## config.mk

```make
export PLATFORM = sky130hd
export DESIGN_NAME = vga_timing_gen
export DESIGN_NICKNAME = d
export VERILOG_FILES = /design/src/rtl/vga_timing_gen.sv
export SDC_FILE = /design/constraint.sdc
export NUM_CORES = 1
export LEC_CHECK = 0
export BUFFER_PORTS_ARGS = -buffer_cell sky130_fd_sc_hd__buf_2
export CAP_MARGIN = 40
export CORE_MARGIN = 4
export CORE_UTILIZATION = 45
export CTS_BUF_LIST = sky130_fd_sc_hd__clkbuf_8 sky130_fd_sc_hd__clkbuf_16
export CTS_CLUSTER_DIAMETER = 150
export DETAILED_ROUTE_END_ITERATION = 7
export GPL_TIMING_DRIVEN = 0
export RECOVER_POWER = 100
export SLEW_MARGIN = 20
export SYNTH_ARGS = -nofsm -noshare
export SYNTH_HDL_FRONTEND = slang
export SYNTH_SLANG_ARGS = --single-unit
```

## constraint.sdc

```tcl
create_clock -name pclk -period 3.9 [get_ports pclk]
set_input_delay 0 -clock pclk [delete_from_list [all_inputs] [get_ports pclk]]
set_output_delay 0 -clock pclk [all_outputs]
set_load 0.1 [all_outputs]
```

## src/rtl/vga_timing_gen.sv

```systemverilog
// Parametrised VGA/LCD timing generator: sync, back porch, active and front porch
// phases per line and per frame, with registered sync/enable/coordinate/strobe outputs.
module vga_timing_gen #(
  parameter int H_SW   = 120,
  parameter int H_BP   = 64,
  parameter int H_EN   = 800,
  parameter int H_FP   = 56,
  parameter int V_SW   = 6,
  parameter int V_BP   = 23,
  parameter int V_EN   = 600,
  parameter int V_FP   = 37,
  parameter int HS_POL = 1,
  parameter int VS_POL = 1,
  parameter int CNT_W  = 12
) (
  input  logic             pclk,
  input  logic             rstn,
  input  logic             ce,
  output logic             hs,
  output logic             vs,
  output logic             hen,
  output logic             ven,
  output logic             de,
  output logic [CNT_W-1:0] x,
  output logic [CNT_W-1:0] y,
  output logic             line_start,
  output logic             frame_start
);

  localparam int H_TOTAL = H_SW + H_BP + H_EN + H_FP;
  localparam int V_TOTAL = V_SW + V_BP + V_EN + V_FP;
  localparam int H_A0    = H_SW + H_BP;
  localparam int V_A0    = V_SW + V_BP;

  localparam logic [1:0] PH_SW = 2'd0;
  localparam logic [1:0] PH_BP = 2'd1;
  localparam logic [1:0] PH_EN = 2'd2;
  localparam logic [1:0] PH_FP = 2'd3;

  localparam logic [CNT_W-1:0] H_LAST = CNT_W'(H_TOTAL - 1);
  localparam logic [CNT_W-1:0] H_BP0  = CNT_W'(H_SW);
  localparam logic [CNT_W-1:0] H_EN0  = CNT_W'(H_A0);
  localparam logic [CNT_W-1:0] H_FP0  = CNT_W'(H_A0 + H_EN);
  localparam logic [CNT_W-1:0] V_LAST = CNT_W'(V_TOTAL - 1);
  localparam logic [CNT_W-1:0] V_BP0  = CNT_W'(V_SW);
  localparam logic [CNT_W-1:0] V_EN0  = CNT_W'(V_A0);
  localparam logic [CNT_W-1:0] V_FP0  = CNT_W'(V_A0 + V_EN);
  localparam logic [CNT_W-1:0] ONE    = CNT_W'(1);

  localparam logic HS_ON = (HS_POL != 0);
  localparam logic VS_ON = (VS_POL != 0);

  generate
    if (H_SW < 1 || H_BP < 1 || H_EN < 1 || H_FP < 1 ||
        V_SW < 1 || V_BP < 1 || V_EN < 1 || V_FP < 1 ||
        64'(H_TOTAL) > (64'd1 << CNT_W) || 64'(V_TOTAL) > (64'd1 << CNT_W)) begin : g_bad_params
      $fatal(1, "vga_timing_gen: illegal timing parameter set");
    end
  endgenerate

  // Counters step by one, so a phase only changes when the count lands on a boundary.
  function automatic logic [1:0] next_phase(input logic [CNT_W-1:0] cnt,
                                            input logic [1:0]       ph,
                                            input logic [CNT_W-1:0] bp0,
                                            input logic [CNT_W-1:0] en0,
                                            input logic [CNT_W-1:0] fp0);
    logic [1:0] r;
    if (cnt == '0)       r = PH_SW;
    else if (cnt == bp0) r = PH_BP;
    else if (cnt == en0) r = PH_EN;
    else if (cnt == fp0) r = PH_FP;
    else                 r = ph;
    return r;
  endfunction

  logic [CNT_W-1:0] h_cnt_q, h_cnt_d, v_cnt_q, v_cnt_d;
  logic [1:0]       h_ph_q, h_ph_d, v_ph_q, v_ph_d;
  logic             hs_q, hs_d, vs_q, vs_d, hen_q, hen_d, ven_q, ven_d, de_q, de_d;
  logic [CNT_W-1:0] x_q, x_d, y_q, y_d;
  logic             ls_q, ls_d, fs_q, fs_d;
  logic             h_wrap_s;

  // Next counter/phase state, and outputs decoded from that next state.
  always_comb begin
    h_wrap_s = (h_cnt_q == H_LAST);
    h_cnt_d  = h_cnt_q;
    v_cnt_d  = v_cnt_q;
    h_ph_d   = h_ph_q;
    v_ph_d   = v_ph_q;
    if (ce) begin
      h_cnt_d = h_wrap_s ? '0 : h_cnt_q + ONE;
      h_ph_d  = next_phase(h_cnt_d, h_ph_q, H_BP0, H_EN0, H_FP0);
      if (h_wrap_s) begin
        v_cnt_d = (v_cnt_q == V_LAST) ? '0 : v_cnt_q + ONE;
        v_ph_d  = next_phase(v_cnt_d, v_ph_q, V_BP0, V_EN0, V_FP0);
      end else begin
        v_cnt_d = v_cnt_q;
        v_ph_d  = v_ph_q;
      end
    end else begin
      h_cnt_d = h_cnt_q;
      v_cnt_d = v_cnt_q;
      h_ph_d  = h_ph_q;
      v_ph_d  = v_ph_q;
    end
    hs_d  = (h_ph_d == PH_SW) ? HS_ON : ~HS_ON;
    vs_d  = (v_ph_d == PH_SW) ? VS_ON : ~VS_ON;
    hen_d = (h_ph_d == PH_EN);
    ven_d = (v_ph_d == PH_EN);
    de_d  = hen_d & ven_d;
    x_d   = hen_d ? (h_cnt_d - H_EN0) : '0;
    y_d   = ven_d ? (v_cnt_d - V_EN0) : '0;
    ls_d  = ce & (h_cnt_d == '0);
    fs_d  = ls_d & (v_cnt_d == '0);
  end

  // State and output registers.
  always_ff @(posedge pclk or negedge rstn) begin
    if (!rstn) begin
      h_cnt_q <= '0;
      v_cnt_q <= '0;
      h_ph_q  <= PH_SW;
      v_ph_q  <= PH_SW;
      hs_q    <= HS_ON;
      vs_q    <= VS_ON;
      hen_q   <= 1'b0;
      ven_q   <= 1'b0;
      de_q    <= 1'b0;
      x_q     <= '0;
      y_q     <= '0;
      ls_q    <= 1'b0;
      fs_q    <= 1'b0;
    end else begin
      h_cnt_q <= h_cnt_d;
      v_cnt_q <= v_cnt_d;
      h_ph_q  <= h_ph_d;
      v_ph_q  <= v_ph_d;
      hs_q    <= hs_d;
      vs_q    <= vs_d;
      hen_q   <= hen_d;
      ven_q   <= ven_d;
      de_q    <= de_d;
      x_q     <= x_d;
      y_q     <= y_d;
      ls_q    <= ls_d;
      fs_q    <= fs_d;
    end
  end

  assign hs          = hs_q;
  assign vs          = vs_q;
  assign hen         = hen_q;
  assign ven         = ven_q;
  assign de          = de_q;
  assign x           = x_q;
  assign y           = y_q;
  assign line_start  = ls_q;
  assign frame_start = fs_q;

endmodule
```

==> flow_summary.yaml <==
status:
  status: "complete, but fails checks"
  violations: "hold timing, capacitance limit, slew limit"
routing:
  routedWlPerCell_microns: 16.9
  drcViolationCount: 0
  ant_nets: 0
  viasPerCell: 5.83
  drt_iter0_markers: 104
  vias: 3248
  drt_wl_total_mm: 9.43
  firstDrtPassIters: 4
sta:
  worst_pin_slew_ns: 3.02
  slew_viol_final: 59
  hold_violations: 1
  fin_crit_ns: 3.64
  setup_viol: 0
  final.setup.tns_ns: 0
  relSlewSlack_pct: -101
  skew_ns: 0.00894
  rsz0062_at_grt: "no"
  clock.fmax_mhz: 275
  post-route-period-util_pct: 93.3
  hold_ws_ns: -0.0142
power:
  pwr-share-comb_pct: 27.0
  seqPwrFrac_pct: 38.2
  p_int_mw: 1.21
  p_clk_share_pct: 34.8
  power.switching_mw: 0.619
  power_leakage_nw: 1.67
  ir_worst_vdd_uv: 278
  p_per_area_nw_per_um2: 439
  swShare_pct: 33.9
critical_path:
  end_kind: "register"
  worstSetupPathType: "register to register"
  cp.arrival_ns: 3.87
  crit_path_start_kind: "register"
  path_max_fanout: 10
  critical_path_required_ns: 4.13
cells_and_area:
  seq_area_sq_um: 1480
  multi_input_area_sq_um: 1970
  final_cell_mix: "57 x dfrtp_1, 56 x clkbuf_1, 30 x nor3_1"
  n_fill_cell: 761
  drive_gt1_share_pct: 7.03
  final_common_cell: "dfrtp_1"
  area_delta_synth_final_pct: 13.2
  nNetsFinal: 460
  diodes: 0
  postLayoutCoreUtil_pct: 53.2
  final_area_sq_um: 4150
grt:
  grt_pass1_vias: 3199
  overflow: 0
  grt_max_degree: 60
  grt_use_total_pct: 20.0
  antenna_found_initial: 0
  grt_pass1_wl_mm: 15.6
floorplan:
  core-area_sq_um: 7810
  rows: 32
  initial_core_util_pct: 47.0
  die_x_microns: 98.3
  fp.dieArea_sq_um: 9660
  io_pins: 34
  die_y_microns: 98.3
run:
  max-cap-violations: 1
yosys:
  syn_inst: 403
  synth_fp_nets: 413
  synthFlopType: "dfrtp_1"
  synth_edf_count: 0
  synthMuxAreaShare_pct: 2.01
  synthArstFlopShare_pct: 100
  synth_xor_area_share_pct: 7.65
  synth-compound-area-share_pct: 14.9
  synth_warnings: 0
  ys_seq_area_share_pct: 40.3
  ys_seq_elements: 59
  synth.cell_area_sq_um: 3670
  synth_top_family_by_area: "simple AND/OR/NAND/NOR gates"
  synth-adder-area-share_pct: 2.39
  synth_area_per_cell_sq_um: 9.10
  synth_cell_types: 58
  synth-simple-area-share_pct: 27.2
clock_network:
  clockBufferDepth: 2
  clkSlewWorstSetupHoldPaths_ns: 0.08
  cts.sinks: 59
  cts_max_level: 3
  cts_buffers: 9
  root_buffer: "clkbuf_8"
  clkLatencyLatePin_ns: 0.34
  cts_tree: "built"
place:
  dp_hpwl_mm: 6.91
  place_congestion: 0.949
  port_buffers: 32
  placed_cell_area_sq_um: 3960
worst_hold_path:
  holdCritPathClass: "input port to async pin"
## cells in the mapped netlist, drive strengths merged, types with 7 or more instances
| master | count | area share (%) |
|---|---|---|
| dfrtp | 57 | 39 |
| inv | 21 | 2.2 |
| a21oi | 16 | 2.2 |
| ha | 7 | 2.4 |
| nand2 | 22 | 2.3 |
| and3 | 11 | 1.9 |
| nand3 | 19 | 2.6 |
| nor3b | 8 | 1.6 |
| nor4b | 7 | 1.8 |
| or3 | 8 | 1.6 |
| nor2 | 12 | 1.2 |
| clkbuf | 25 | 2.6 |
| a31oi | 9 | 1.5 |
| nor4 | 7 | 1.2 |
| a211oi | 10 | 2.4 |
| o21ai | 14 | 1.9 |
| nor3 | 30 | 4.1 |
| xnor2 | 28 | 6.7 |
| nand4 | 14 | 2.4 |
## metal layers
metal | part of all wire, % | global-route usage [%]
met5 | 0 | 0
met3 | 3.7 | 4.14
met4 | 1.1 | 7.14
met2 | 53 | 35.3
met1 | 43 | 24.0
## worst max-delay path: stages, from the launching register on
cell and delay (ns):
dfrtp_1 0.48, ha_1 0.18, clkbuf_1 0.35, nand4_1 0.14, buf_4 0.18, or3_1 0.39
a2111oi_0 0.46, o21ai_0 0.17, a211oi_1 0.41, o21ai_1 0.24, clkbuf_1 0.28, nor4_1 0.26
## worst paths after layout
check | start | endpoint | slack [ns] | depth (start not counted)
setup / recovery | h_cnt_q[0]$_DFF_PN0_ | de$_DFF_PN0_ | 0.26 | 11
hold / removal | rstn | v_cnt_q[3]$_DFF_PN0_ | -0.01 | 2
setup reg to reg | h_cnt_q[0]$_DFF_PN0_ | de$_DFF_PN0_ | 0.26 | 11
hold reg to reg | h_cnt_q[1]$_DFF_PN0_ | h_cnt_q[1]$_DFF_PN0_ | 0.68 | 1
max in group asynchronous | rstn | h_cnt_q[3]$_DFF_PN0_ | 0.80 | 3
min in group pclk | ce | h_cnt_q[8]$_DFF_PN0_ | 0.28 | 3
## power by group through the flow
stage / logic, mW / registers [mW] / clock network [mW]
floorplan: 0.373 / 0.706 / 0
global placement: 0.482 / 0.707 / 0
detailed placement: 0.486 / 0.708 / 0
CTS: 0.488 / 0.696 / 0.649
global route: 0.546 / 0.705 / 0.678
finish: 0.493 / 0.697 / 0.635
## flip-flops by register name, indices dropped and copies added, names as in the netlist
signal / cells
h_cnt_q: 12
v_cnt_q: 12
x: 12
y: 12
h_ph_q: 2
v_ph_q: 2
de: 1
frame_start: 1
hen: 1
hs: 1
line_start: 1
ven: 1
vs: 1
## layout make-up
class,instances,share of cell area [%]
clock inverter,7,2.41
multi-input combinational,293,47.4
clock buffer,9,2.98
tap,102,3.07
inverter,21,1.90
timing repair buffer,36,3.59
buffer,30,3.04
sequential,59,35.6
## what timing repair did
item / in CTS / in global routing
setup buffers: 0 / 2
endpoints found under the hold margin: 57 / 0
endpoints found under the setup margin: 0 / 23
hold buffers: 1 / 0
gates resized for setup: 0 / 6
## kinds of logic after synthesis
group / count (synthesis)
flops: 59
xor+xnor: 32
buf+inv: 51
compound gates: 80
mux: 7
simple gates: 167
fa+ha+maj: 7
## through the flow
step / setup WS (ns) / instances / power (mW) / hold WS [ns]
global placement: 0.136 / 537 / 1.19 / 0.363
detailed placement: 0.0994 / 537 / 1.19 / 0.132
global route: 0.00444 / 557 / 1.93 / -0.0120
floorplan: 0.841 / 403 / 1.08 / -0.296
finish: 0.260 / 557 / 1.82 / -0.0142
CTS: 0.0764 / 554 / 1.83 / 0.255
Power figures use the tool's default switching activity.
